## src/rtl/pipe_hazard_ctrl_if.sv

```systemverilog
// Hazard/stall bundle between the pipeline datapath and the hazard controller.
// master: the datapath side (raises hazards, consumes stall/flush).
// slave:  the controller side.
interface pipe_hazard_ctrl_if;
  logic        i_ld_use;
  logic        i_br_taken;
  logic        i_div_start;
  logic        i_div_ready;
  logic        i_inst_stall;
  logic        i_data_stall;
  logic        i_exc;
  logic        o_stall_f;
  logic        o_stall_d;
  logic        o_stall_e;
  logic        o_stall_m;
  logic        o_stall_w;
  logic        o_flush_d;
  logic        o_flush_e;
  logic        o_flush_m;
  logic        o_flush_w;
  logic        o_exc_redirect;
  logic        o_div_timeout;
  logic [1:0]  o_state;
  logic [31:0] o_stall_cnt;

  modport master (
    output i_ld_use, i_br_taken, i_div_start, i_div_ready,
           i_inst_stall, i_data_stall, i_exc,
    input  o_stall_f, o_stall_d, o_stall_e, o_stall_m, o_stall_w,
           o_flush_d, o_flush_e, o_flush_m, o_flush_w,
           o_exc_redirect, o_div_timeout, o_state, o_stall_cnt
  );

  modport slave (
    input  i_ld_use, i_br_taken, i_div_start, i_div_ready,
           i_inst_stall, i_data_stall, i_exc,
    output o_stall_f, o_stall_d, o_stall_e, o_stall_m, o_stall_w,
           o_flush_d, o_flush_e, o_flush_m, o_flush_w,
           o_exc_redirect, o_div_timeout, o_state, o_stall_cnt
  );
endinterface

```

## src/rtl/pipe_hazard_ctrl.sv

```systemverilog
// Stall/flush sequencer for the 5-stage F/D/E/M/W pipeline.
// Optional stall-cycle performance counter: define PIPE_HAZARD_CTRL_PERF_EN.
// Without it o_stall_cnt reads 0 and no counter is built.
//
// state | meaning
// RUN   | normal issue, hazards decoded with fixed priority
// DIV   | multi-cycle divide in E, watchdog counting
// MEMW  | inst/data SRAM wait, whole pipe frozen
// EXCP  | exception seen while data SRAM busy, redirect pending
module pipe_hazard_ctrl #(
  parameter int DIV_MAX_CYC = 36,
  parameter int CNT_W       = 6
) (
  input  logic               clk,
  input  logic               rst,
  pipe_hazard_ctrl_if.slave  hz
);

  typedef enum logic [1:0] {
    RUN  = 2'd0,
    DIV  = 2'd1,
    MEMW = 2'd2,
    EXCP = 2'd3
  } state_t;

  localparam logic [CNT_W-1:0] CNT_LAST = CNT_W'(DIV_MAX_CYC - 1);

  state_t           state, state_nxt;
  logic [CNT_W-1:0] cnt, cnt_nxt;

  logic sram_stall;
  logic run_dec;
  logic st_f, st_d, st_e, st_m, st_w;
  logic fl_d, fl_e, fl_m, fl_w;
  logic redirect, timeout;

  assign sram_stall = hz.i_inst_stall | hz.i_data_stall;

  // State and divide watchdog registers.
  always_ff @(posedge clk) begin
    if (rst) begin
      state <= RUN;
      cnt   <= '0;
    end else begin
      state <= state_nxt;
      cnt   <= cnt_nxt;
    end
  end

  // Next-state and raw stall/flush decode; MEMW exit reuses the RUN decode so
  // a hazard arriving in the release cycle is not dropped.
  always_comb begin
    state_nxt = state;
    cnt_nxt   = cnt;
    run_dec   = 1'b0;
    st_f = 1'b0; st_d = 1'b0; st_e = 1'b0; st_m = 1'b0; st_w = 1'b0;
    fl_d = 1'b0; fl_e = 1'b0; fl_m = 1'b0; fl_w = 1'b0;
    redirect  = 1'b0;
    timeout   = 1'b0;

    case (state)
      RUN: run_dec = 1'b1;

      MEMW: begin
        if (sram_stall) begin
          {st_f, st_d, st_e, st_m, st_w} = 5'b11111;
        end else begin
          run_dec = 1'b1;
        end
      end

      DIV: begin
        if (hz.i_exc) begin
          {fl_d, fl_e, fl_m, fl_w} = 4'b1111;
          redirect  = 1'b1;
          state_nxt = RUN;
          cnt_nxt   = '0;
        end else if (sram_stall) begin
          {st_f, st_d, st_e, st_m, st_w} = 5'b11111;
        end else if (hz.i_div_ready) begin
          state_nxt = RUN;
          cnt_nxt   = '0;
        end else if (cnt == CNT_LAST) begin
          timeout   = 1'b1;
          state_nxt = RUN;
          cnt_nxt   = '0;
        end else begin
          {st_f, st_d, st_e} = 3'b111;
          fl_m    = 1'b1;
          cnt_nxt = cnt + CNT_W'(1);
        end
      end

      EXCP: begin
        if (hz.i_data_stall) begin
          {st_f, st_d, st_e, st_m, st_w} = 5'b11111;
        end else begin
          {fl_d, fl_e, fl_m, fl_w} = 4'b1111;
          redirect  = 1'b1;
          state_nxt = RUN;
        end
      end

      default: state_nxt = RUN;
    endcase

    if (run_dec) begin
      state_nxt = RUN;
      if (hz.i_exc && !hz.i_data_stall) begin
        {fl_d, fl_e, fl_m, fl_w} = 4'b1111;
        redirect = 1'b1;
      end else if (hz.i_exc) begin
        {st_f, st_d, st_e, st_m, st_w} = 5'b11111;
        state_nxt = EXCP;
      end else if (sram_stall) begin
        {st_f, st_d, st_e, st_m, st_w} = 5'b11111;
        state_nxt = MEMW;
      end else if (hz.i_div_start) begin
        {st_f, st_d, st_e} = 3'b111;
        fl_m      = 1'b1;
        cnt_nxt   = '0;
        state_nxt = DIV;
      end else if (hz.i_ld_use) begin
        {st_f, st_d} = 2'b11;
        fl_e = 1'b1;
      end else if (hz.i_br_taken) begin
        fl_d = 1'b1;
      end
    end
  end

  // Output gating: nothing asserts in reset, and a flushed stage is never also held.
  always_comb begin
    hz.o_stall_f      = ~rst & st_f;
    hz.o_stall_d      = ~rst & st_d & ~fl_d;
    hz.o_stall_e      = ~rst & st_e & ~fl_e;
    hz.o_stall_m      = ~rst & st_m & ~fl_m;
    hz.o_stall_w      = ~rst & st_w & ~fl_w;
    hz.o_flush_d      = ~rst & fl_d;
    hz.o_flush_e      = ~rst & fl_e;
    hz.o_flush_m      = ~rst & fl_m;
    hz.o_flush_w      = ~rst & fl_w;
    hz.o_exc_redirect = ~rst & redirect;
    hz.o_div_timeout  = ~rst & timeout;
    hz.o_state        = rst ? 2'd0 : state;
  end

`ifdef PIPE_HAZARD_CTRL_PERF_EN
  logic [31:0] perf_cnt;

  // Saturating count of cycles in which the D stage is held.
  always_ff @(posedge clk) begin
    if (rst) begin
      perf_cnt <= '0;
    end else if (hz.o_stall_d && (perf_cnt != 32'hFFFF_FFFF)) begin
      perf_cnt <= perf_cnt + 32'd1;
    end
  end

  assign hz.o_stall_cnt = rst ? 32'd0 : perf_cnt;
`else
  assign hz.o_stall_cnt = 32'd0;
`endif

endmodule

```

## src/flat_wrapper.sv

```systemverilog
// flat-port wrapper written by rule: the top's interface ports become plain ports
module pipe_hazard_ctrl_flat 
#(
  parameter int DIV_MAX_CYC = 36,
  parameter int CNT_W       = 6
)
  (clk, rst, hz_i_ld_use, hz_i_br_taken, hz_i_div_start, hz_i_div_ready, hz_i_inst_stall, hz_i_data_stall, hz_i_exc, hz_o_stall_f, hz_o_stall_d, hz_o_stall_e, hz_o_stall_m, hz_o_stall_w, hz_o_flush_d, hz_o_flush_e, hz_o_flush_m, hz_o_flush_w, hz_o_exc_redirect, hz_o_div_timeout, hz_o_state, hz_o_stall_cnt);
  pipe_hazard_ctrl_if hz_i ();
  input  logic clk;
  input  logic rst;
  input wire logic [$bits(hz_i.i_ld_use)-1:0] hz_i_ld_use;
  input wire logic [$bits(hz_i.i_br_taken)-1:0] hz_i_br_taken;
  input wire logic [$bits(hz_i.i_div_start)-1:0] hz_i_div_start;
  input wire logic [$bits(hz_i.i_div_ready)-1:0] hz_i_div_ready;
  input wire logic [$bits(hz_i.i_inst_stall)-1:0] hz_i_inst_stall;
  input wire logic [$bits(hz_i.i_data_stall)-1:0] hz_i_data_stall;
  input wire logic [$bits(hz_i.i_exc)-1:0] hz_i_exc;
  output wire logic [$bits(hz_i.o_stall_f)-1:0] hz_o_stall_f;
  output wire logic [$bits(hz_i.o_stall_d)-1:0] hz_o_stall_d;
  output wire logic [$bits(hz_i.o_stall_e)-1:0] hz_o_stall_e;
  output wire logic [$bits(hz_i.o_stall_m)-1:0] hz_o_stall_m;
  output wire logic [$bits(hz_i.o_stall_w)-1:0] hz_o_stall_w;
  output wire logic [$bits(hz_i.o_flush_d)-1:0] hz_o_flush_d;
  output wire logic [$bits(hz_i.o_flush_e)-1:0] hz_o_flush_e;
  output wire logic [$bits(hz_i.o_flush_m)-1:0] hz_o_flush_m;
  output wire logic [$bits(hz_i.o_flush_w)-1:0] hz_o_flush_w;
  output wire logic [$bits(hz_i.o_exc_redirect)-1:0] hz_o_exc_redirect;
  output wire logic [$bits(hz_i.o_div_timeout)-1:0] hz_o_div_timeout;
  output wire logic [$bits(hz_i.o_state)-1:0] hz_o_state;
  output wire logic [$bits(hz_i.o_stall_cnt)-1:0] hz_o_stall_cnt;
  assign hz_i.i_ld_use = hz_i_ld_use;
  assign hz_i.i_br_taken = hz_i_br_taken;
  assign hz_i.i_div_start = hz_i_div_start;
  assign hz_i.i_div_ready = hz_i_div_ready;
  assign hz_i.i_inst_stall = hz_i_inst_stall;
  assign hz_i.i_data_stall = hz_i_data_stall;
  assign hz_i.i_exc = hz_i_exc;
  assign hz_o_stall_f = hz_i.o_stall_f;
  assign hz_o_stall_d = hz_i.o_stall_d;
  assign hz_o_stall_e = hz_i.o_stall_e;
  assign hz_o_stall_m = hz_i.o_stall_m;
  assign hz_o_stall_w = hz_i.o_stall_w;
  assign hz_o_flush_d = hz_i.o_flush_d;
  assign hz_o_flush_e = hz_i.o_flush_e;
  assign hz_o_flush_m = hz_i.o_flush_m;
  assign hz_o_flush_w = hz_i.o_flush_w;
  assign hz_o_exc_redirect = hz_i.o_exc_redirect;
  assign hz_o_div_timeout = hz_i.o_div_timeout;
  assign hz_o_state = hz_i.o_state;
  assign hz_o_stall_cnt = hz_i.o_stall_cnt;
  pipe_hazard_ctrl #(.DIV_MAX_CYC(DIV_MAX_CYC), .CNT_W(CNT_W)) u_core (.clk(clk), .rst(rst), .hz(hz_i));
endmodule
```

## config.mk

```make
export PLATFORM = sky130hd
export DESIGN_NAME = pipe_hazard_ctrl_flat
export DESIGN_NICKNAME = d
export VERILOG_FILES = /design/src/rtl/pipe_hazard_ctrl_if.sv /design/src/rtl/pipe_hazard_ctrl.sv /design/src/flat_wrapper.sv
export SDC_FILE = /design/constraint.sdc
export NUM_CORES = 1
export LEC_CHECK = 0
export CAP_MARGIN = 20
export CORE_MARGIN = 1.5
export CORE_UTILIZATION = 43
export CTS_CLUSTER_SIZE = 24
export DETAILED_ROUTE_END_ITERATION = 10
export PLACE_DENSITY = 0.95
export REMOVE_ABC_BUFFERS = 1
export SLEW_MARGIN = 20
export SYNTH_ARGS = -nofsm -noshare
export SYNTH_HDL_FRONTEND = slang
export SYNTH_SLANG_ARGS = --single-unit
```

## constraint.sdc

```tcl
create_clock -name clk -period 5.5 [get_ports clk]
set_clock_uncertainty 0.2 [all_clocks]
set_input_delay 1.1 -clock clk [delete_from_list [all_inputs] [get_ports clk]]
set_output_delay 1.1 -clock clk [all_outputs]
set_load 0.02 [all_outputs]
```

==> results.sh, run 1 <==
export IMPL_peakVddDrop_v=0.000125
export IMPL_n_antenna_cell=0
export IMPL_syn_avg_cell_area_sq_um=6.98
export IMPL_worst_pin_slew_ps=706
export IMPL_worst_setup_path_start_kind="primary input"
export IMPL_ioPinCount=54
export IMPL_globalplace_congestion=0.881
export IMPL_worst_slack_ps=826
export IMPL_drc=0
export IMPL_grt_max_degree=17
export IMPL_ys_seq_area_share_pct=15.2
export IMPL_synth_area_leaders="buf_4, dfxtp_1, a21oi_1"
export IMPL_timing_max_cap_violations=0
export IMPL_path_clk_slew_ps=50
export IMPL_antenna_found_initial=0
export IMPL_finalPower_mw=0.201
export IMPL_drt_total_wl_mm=2.15
export IMPL_cpPeakStageDelay_ps=630
export IMPL_post_cts_setup_buffer_count=0
export IMPL_clk_latency_ps=260
export IMPL_clock_root_buffer="clkbuf_4"
export IMPL_status="completed"
export IMPL_crit_chain="clkdlybuf4s50_1 -> or2_1 -> buf_4 -> nor4_1 -> nand3b_1 -> a21oi_1 -> clkdlybuf4s50_1"
export IMPL_hold_class="flop to flop"
export IMPL_min_period_ps=4670
export IMPL_cts_sinks=8
export IMPL_endpoint="hz_o_flush_d"
export IMPL_ys_types=43
export IMPL_wl_per_cell_microns=11.2
export IMPL_rsz0062_at_grt="no"
export IMPL_drt_first_pass_iters=4
export IMPL_post_place_ws_ps=827
export IMPL_powerDensity_nw_per_um2=174
export IMPL_drt_iter0_drc=45
export IMPL_worstSetupPathType="primary input to output pin"
export IMPL_cts_tree="done"
export IMPL_synth_top_area_share_pct=23.5
export IMPL_initial_utilization_pct=46.7
export IMPL_setup_viol=0
export IMPL_rows=17
export IMPL_grt_pass1_wl_mm=3.60
export IMPL_async_flop_share_pct=0
export IMPL_grt_usage_pct=17.2
export IMPL_maxSlewHeadroom_pct=52.8
export IMPL_ant_nets=0
export IMPL_dp_hpwl_mm=1.61
export IMPL_startpoint="hz_i_data_stall"
export IMPL_cp_buffers_inverters=3
export IMPL_end_kind="output pin"
export IMPL_reg2reg_depth=4
export IMPL_worstPathRequired_ps=4200
export IMPL_overflow=0
export IMPL_crit_top_cell="clkdlybuf4s50_1"
export IMPL_hold_buffers=0
export IMPL_hold_viol_final=0
export IMPL_final_cell_mix="conb_1, clkdlybuf4s50_1, a21oi_1"
export IMPL_syn_area_sq_um=1050
export IMPL_clock_path_buffers=2
export IMPL_crit_cells=7
export IMPL_numCtsBuffers=3
export IMPL_worstPathArrival_ps=3370
export IMPL_max_freq_ghz=0.214
export IMPL_whs_path_depth=2
export IMPL_cp_top_family="buffers and inverters"
export IMPL_rr_endpoint="u_core.cnt[4]"
export IMPL_setup_tns_ps=0
export IMPL_die_w_microns=52.5
export IMPL_layout_commonest_cell="conb_1"
export IMPL_yosys_warnings=0
export IMPL_ys_ff_latch=8
export IMPL_drive_gt1_share_pct=5.49
export IMPL_fillers=214
export IMPL_cp_slowest_cell="clkdlybuf4s50_1"
export IMPL_netlist_instances=151
export IMPL_synth_edf_count=0
export IMPL_grt_pass1_vias=779
export IMPL_vias=1019
export IMPL_post_cts_resize_count=0
export IMPL_synth_ff_type="dfxtp_1"
export IMPL_power_leakage_nw=0.439
export IMPL_avgViaCountPerCell=5.31
export IMPL_core_area_sq_um=2250
export IMPL_fin_crit_sh_pct=85.0
export IMPL_cts_htree_levels=1
export IMPL_die_height_microns=52.5
export IMPL_synthToLayoutAreaGrowth_pct=9.38
export IMPL_die_area_sq_um=2760
export IMPL_rrSetupSlack_ps=3470
export IMPL_multiInputGateArea_sq_um=709
export IMPL_nets=176
export IMPL_synth_top_cell_by_area="buf_4"
export IMPL_port_buffers=21
export IMPL_final_max_slew_viol_count=0
export IMPL_seq_area_sq_um=160
export IMPL_worstPathMaxFanout=15
export IMPL_rr_startpoint="u_core.state[0]"
state kept, by name, summed over array words and instances, names as in the netlist:
name and flops:
u_core.state 2, u_core.cnt 6
metrics by stage:
step                utilization, %  instance area (sq um)  cells  hold WS, ps
floorplan                        -                    877    139          265
global placement              50.1                   1130    189          283
detailed placement            50.1                   1130    189          289
CTS                           51.1                   1150    192          298
global route                  51.1                   1150    192          316
finish                        51.1                   1150    192          297
final cells by class:
type	count	area share, %
flip-flops and latches	8	13.9
repair buffers	22	18.9
clock buffers	3	1.95
multi-input cells	129	61.6
inverters	2	0.651
well taps	28	3.04
synth_stat cells, types with 3 or more instances:
cell,n
dfxtp_1,8
a21oi_1,16
nor3_1,3
a211oi_1,4
clkbuf_1,9
nor2b_1,8
nand2_1,10
buf_4,33
o21ai_0,3
nor2_1,13
a221oi_1,3
worst min path at each step:
stage,from,end,slack (ps)
4_1_cts,u_core.cnt[1],u_core.cnt[1],300
6_report,u_core.cnt[1],u_core.cnt[1],300
5_1_grt,u_core.cnt[1],u_core.cnt[1],320
3_5_place_dp,u_core.cnt[1],u_core.cnt[1],290
3_3_place_gp,u_core.cnt[1],u_core.cnt[1],280
2_1_floorplan,u_core.cnt[5],u_core.cnt[5],260
metal layers:
layer  part of all wire [%]  vias up  global-route usage, %
met5                      0        -                      0
met4                   0.75        0                   5.13
met3                    7.9        4                   5.14
met2                     45       46                   22.5
met1                     46      466                   26.3
li1                       -      503                      -
kinds of logic after synthesis:
| group | Yosys count | synth area share [%] |
|---|---|---|
| AND/OR/NAND/NOR | 51 | 25.2 |
| AO/OA/AOI/OAI | 45 | 29.6 |
| buffers and inverters | 45 | 28.5 |
| flip-flops | 8 | 15.2 |
| adder cells (fa/ha/maj) | 1 | 1.19 |
| other | 1 | 0.356 |
worst reg2reg max path: stages, from the launching register on:
cell	delay, ps
dfxtp_1	550
nor2b_1	430
nand2_1	190
a211o_1	290
a221oi_1	270
power by group:
group / leakage, nW / internal (mW) / switching [mW]
clock network: 0.0138 / 0.0249 / 0.0197
registers: 0.0649 / 0.0598 / 0.00457
logic: 0.360 / 0.0324 / 0.0593
total: 0.439 / 0.117 / 0.0835
Power figures use the tool's default switching activity.
==> run 2, diff against run 1 <==
Settings changed: CORE_UTILIZATION 43 to 36, PLACE_DENSITY 0.95 to 0.86.
Clock period 5.5 ns to 4 ns, I/O delays scaled along.
==> results.sh, run 2 (synthesis gave the netlist of run 1 again) <==
export IMPL_hold_buffers=0
export IMPL_status="completed"
export IMPL_die_area_sq_um=3260
export IMPL_synthToLayoutAreaGrowth_pct=14.7
export IMPL_clock_root_buffer="clkbuf_4"
export IMPL_grt_pass1_vias=836
export IMPL_worst_pin_slew_ps=556
export IMPL_initial_utilization_pct=38.2
export IMPL_drt_total_wl_mm=2.39
export IMPL_antenna_found_initial=0
export IMPL_reg_top3="u_core.cnt: 6 flops, u_core.state: 2 flops"
export IMPL_final_cell_mix="conb_1, clkdlybuf4s50_1, a21oi_1"
export IMPL_die_w_microns=57.1
export IMPL_vias=1057
export IMPL_cts_htree_levels=1
export IMPL_min_period_ps=3850
export IMPL_dp_hpwl_mm=1.83
export IMPL_die_height_microns=57.1
export IMPL_end_kind="output pin"
export IMPL_max_freq_ghz=0.260
export IMPL_final_max_slew_viol_count=0
export IMPL_hold_viol_final=0
export IMPL_peakVddDrop_v=0.000151
export IMPL_port_buffers=21
export IMPL_comb_power_share_pct=47.1
export IMPL_rows=19
export IMPL_switching_share_pct=41.6
export IMPL_met2_length_mm=1.15
export IMPL_wl_per_cell_microns=11.8
export IMPL_overflow=0
export IMPL_grt_usage_pct=13.8
export IMPL_maxSlewHeadroom_pct=62.8
export IMPL_setup_tns_ps=0
export IMPL_setup_viol=0
export IMPL_m1WireLength_mm=1.06
export IMPL_cts_tree="done"
export IMPL_timing_max_cap_violations=0
export IMPL_placed_area_sq_um=1190
export IMPL_post_cts_resize_count=0
export IMPL_path_clk_slew_ps=50
export IMPL_clock_path_buffers=2
export IMPL_drc=0
export IMPL_globalplace_congestion=0.835
export IMPL_core_area_sq_um=2760
export IMPL_worstPathRequired_ps=3000
export IMPL_drive_gt1_share_pct=9.36
export IMPL_grt_pass1_wl_mm=3.68
export IMPL_n_antenna_cell=0
export IMPL_worstPathArrival_ps=2850
export IMPL_ant_nets=0
export IMPL_route_top_layer_used="met4"
export IMPL_p_switching_mw=0.119
export IMPL_ioPinCount=54
export IMPL_grt_max_degree=17
export IMPL_seq_power_share_pct=31.1
export IMPL_hold_class="flop to flop"
export IMPL_numCtsBuffers=3
export IMPL_avgViaCountPerCell=5.23
export IMPL_pwr_share_clk_pct=21.8
export IMPL_numPlacedInstances=199
export IMPL_final_util_pct=43.8
export IMPL_final_cell_area_sq_um=1210
export IMPL_layout_commonest_cell="conb_1"
export IMPL_power_leakage_nw=0.474
export IMPL_drt_iter0_drc=49
export IMPL_fin_cells=202
export IMPL_largest_register="u_core.cnt"
export IMPL_fillers=295
export IMPL_power_internal_mw=0.167
export IMPL_post_cts_setup_buffer_count=0
export IMPL_drt_first_pass_iters=4
export IMPL_clk_latency_ps=260
export IMPL_worstPathMaxFanout=5
export IMPL_wl_met3_microns=135
export IMPL_cts_sinks=8
export IMPL_rsz0062_at_grt="no"
export IMPL_powerDensity_nw_per_um2=237
export IMPL_fin_crit_sh_pct=96.2
export IMPL_largest_reg_flops=6
export IMPL_worst_setup_path_start_kind="primary input"
export IMPL_worstSetupPathType="primary input to output pin"
export IMPL_nets=183
==> run 2: changes by cell type in the layout (fill, tap and decap cells not counted), sizes merged <==
cell / before / now
buf: 1 / 8
==> run 2: final cells by class <==
class / instances / area, sq um / share of cell area (%)
Sequential cell: 8 / 160 / 13.3
Inverter: 2 / 7.51 / 0.621
Timing Repair Buffer: 29 / 270 / 22.4
Tap cell: 31 / 38.8 / 3.21
Clock buffer: 3 / 22.5 / 1.86
Multi-Input combinational cell: 129 / 709 / 58.7
==> run 2: stage by stage <==
| step | hold slack [ps] | setup WS, ps | total power [mW] |
|---|---|---|---|
| 2_1_floorplan | 265 | 1020 | 0.170 |
| 3_3_place_gp | 279 | 218 | 0.222 |
| 3_5_place_dp | 294 | 165 | 0.224 |
| 4_1_cts | 300 | 168 | 0.286 |
| 5_1_grt | 320 | 54.3 | 0.302 |
| 6_report | 294 | 151 | 0.286 |
==> run 2: layer usage <==
metal | vias up | track usage (%)
li1 | 519 | -
met1 | 486 | 19.4
met2 | 48 | 22.5
met3 | 4 | 0.680
met4 | 0 | 4.98
met5 | - | 0
==> run 2: worst paths after layout <==
kind / to / slack (ps) / cells past startpoint / startpoint
setup / recovery: hz_o_stall_e / 150 / 6 / hz_i_data_stall
hold / removal: u_core.cnt[1] / 290 / 2 / u_core.cnt[1]
setup reg to reg: u_core.cnt[4] / 2110 / 5 / u_core.state[0]
hold reg to reg: u_core.cnt[1] / 290 / 2 / u_core.cnt[1]
==> run 2: critical path: stages <==
cell and delay, ps:
clkdlybuf4s50_1 510, or2_1 190, o21ai_0 150, a221oi_1 400, o211a_1 200, clkdlybuf4s50_1 590
==> run 2: power by group through the flow <==
| stage | Combinational, mW | Sequential (mW) | Clock (mW) |
|---|---|---|---|
| after floorplan | 0.0812 | 0.0885 | 0 |
| after global placement | 0.132 | 0.0902 | 0 |
| after global routing | 0.144 | 0.0901 | 0.0673 |
| final | 0.135 | 0.0889 | 0.0624 |
| after detailed placement | 0.133 | 0.0904 | 0 |
| after CTS | 0.134 | 0.0886 | 0.0639 |
==> run 3, diff against run 2 <==
Clock period 4 ns to 3.28 ns, I/O delays scaled along.
==> results.sh, run 3 (synthesis gave the netlist of run 1 again) <==
export IMPL_globalplace_congestion=0.917
export IMPL_grt_usage_pct=15.8
export IMPL_drt_total_wl_mm=2.57
export IMPL_cts_tree="done"
export IMPL_drive_gt1_share_pct=18.9
export IMPL_clk_latency_ps=270
export IMPL_post_cts_setup_buffer_count=0
export IMPL_rows=19
export IMPL_fin_cells=216
export IMPL_drt_iter0_drc=30
export IMPL_pwr_share_clk_pct=22.9
export IMPL_cp_slowest_cell="or3b_2"
export IMPL_worstPathRequired_ps=2420
export IMPL_power_internal_mw=0.210
export IMPL_vias=1112
export IMPL_worstPathMaxFanout=6
export IMPL_status="completed"
export IMPL_ant_nets=0
export IMPL_final_util_pct=47.5
export IMPL_cp_buffers_inverters=3
export IMPL_reg_top3="u_core.cnt: 6 flops, u_core.state: 2 flops"
export IMPL_worstPathArrival_ps=2350
export IMPL_avgViaCountPerCell=5.15
export IMPL_max_freq_ghz=0.312
export IMPL_timing_max_cap_violations=0
export IMPL_core_area_sq_um=2760
export IMPL_overflow=0
export IMPL_setup_viol=0
export IMPL_finalPower_mw=0.367
export IMPL_path_clk_slew_ps=60
export IMPL_synthToLayoutAreaGrowth_pct=24.2
export IMPL_die_height_microns=57.1
export IMPL_seq_power_share_pct=28.9
export IMPL_min_period_ps=3210
export IMPL_drt_first_pass_iters=4
export IMPL_hold_class="flop to flop"
export IMPL_grt_pass1_wl_mm=4.11
export IMPL_largest_reg_flops=6
export IMPL_comb_power_share_pct=48.1
export IMPL_rrSetupSlack_ps=1440
export IMPL_dp_hpwl_mm=1.93
export IMPL_die_w_microns=57.1
export IMPL_worst_setup_path_start_kind="primary input"
export IMPL_powerDensity_nw_per_um2=280
export IMPL_largest_register="u_core.cnt"
export IMPL_cts_sinks=8
export IMPL_switching_share_pct=42.6
export IMPL_cts_htree_levels=1
export IMPL_wl_per_cell_microns=11.9
export IMPL_die_area_sq_um=3260
export IMPL_nets=197
export IMPL_numPlacedInstances=213
export IMPL_cpPeakStageDelay_ps=450
export IMPL_initial_utilization_pct=38.2
export IMPL_placed_area_sq_um=1290
export IMPL_hold_worst_slack_ps=299
export IMPL_layout_commonest_cell="conb_1"
export IMPL_n_antenna_cell=0
export IMPL_drc=0
export IMPL_cp_top_family="buffers and inverters"
export IMPL_final_max_slew_viol_count=0
export IMPL_antenna_found_initial=0
export IMPL_peakVddDrop_v=0.000155
export IMPL_crit_chain="clkdlybuf4s50_1 -> buf_4 -> or3b_2 -> a21oi_1 -> a21oi_1 -> a21oi_1 -> dlygate4sd2_1"
export IMPL_final_cell_mix="conb_1, buf_4, a21oi_1"
export IMPL_fillers=288
export IMPL_rsz0062_at_grt="no"
export IMPL_clock_root_buffer="clkbuf_4"
export IMPL_hold_viol_final=0
export IMPL_grt_max_degree=17
export IMPL_port_buffers=21
export IMPL_p_switching_mw=0.156
export IMPL_grt_pass1_vias=935
export IMPL_end_kind="output pin"
export IMPL_worstSetupPathType="primary input to output pin"
export IMPL_numCtsBuffers=3
export IMPL_power_leakage_nw=0.592
export IMPL_ioPinCount=54
export IMPL_fin_crit_sh_pct=97.8
export IMPL_clock_path_buffers=2
export IMPL_final_cell_area_sq_um=1310
export IMPL_crit_top_cell="a21oi_1"
[run 3: through the flow]
stage                     TNS (ps)  setup WS, ps
after floorplan                  0           585
after global placement       -1280          -290
after detailed placement     -1390          -284
after CTS                        0          63.1
after global routing             0         0.659
final                            0          70.7
[run 3: power by group through the flow]
stage / combinational (mW) / clock, mW / sequential (mW)
final: 0.177 / 0.0841 / 0.106
after global routing: 0.191 / 0.0877 / 0.107
after CTS: 0.175 / 0.0834 / 0.106
after detailed placement: 0.180 / 0 / 0.108
after global placement: 0.179 / 0 / 0.108
after floorplan: 0.0990 / 0 / 0.108
[run 3: path summary, 6_finish.rpt]
kind	start	cells past startpoint	endpoint
setup / recovery	hz_i_inst_stall	7	hz_o_flush_m
hold reg to reg	u_core.cnt[5]	2	u_core.cnt[5]
setup reg to reg	u_core.state[0]	5	u_core.cnt[4]
hold / removal	u_core.cnt[5]	2	u_core.cnt[5]
[run 3: layer usage]
metal  up-vias  GRT usage (%)  part of all wire [%]
met1       520           19.3                    44
met2        37           26.6                    49
met4         0           7.64                   2.2
li1        548              -                     -
met5         -              0                     0
met3         7           2.72                   4.6
[run 3: what timing repair did]
action | in CTS | in global routing
endpoints found under the hold margin | 0 | 0
resized for setup | 10 | 10
endpoints found under the setup margin | 9 | 6
pin swaps | 1 | 1
hold buffers | 0 | 0
[run 3: area by class of cell]
cell class                 instances  area (sq um)  area share, %
timing repair buffer              43           358           27.3
tap                               31          38.8           2.96
clock buffer                       3          22.5           1.72
sequential                         8           160           12.2
inverter                           2          7.51          0.574
multi-input combinational        129           722           55.2
[run 3: tightest hold or removal path: stages (launching register included)]
cell	delay [ps]
dfxtp_1	320
nand2_1	80
a21oi_2	50
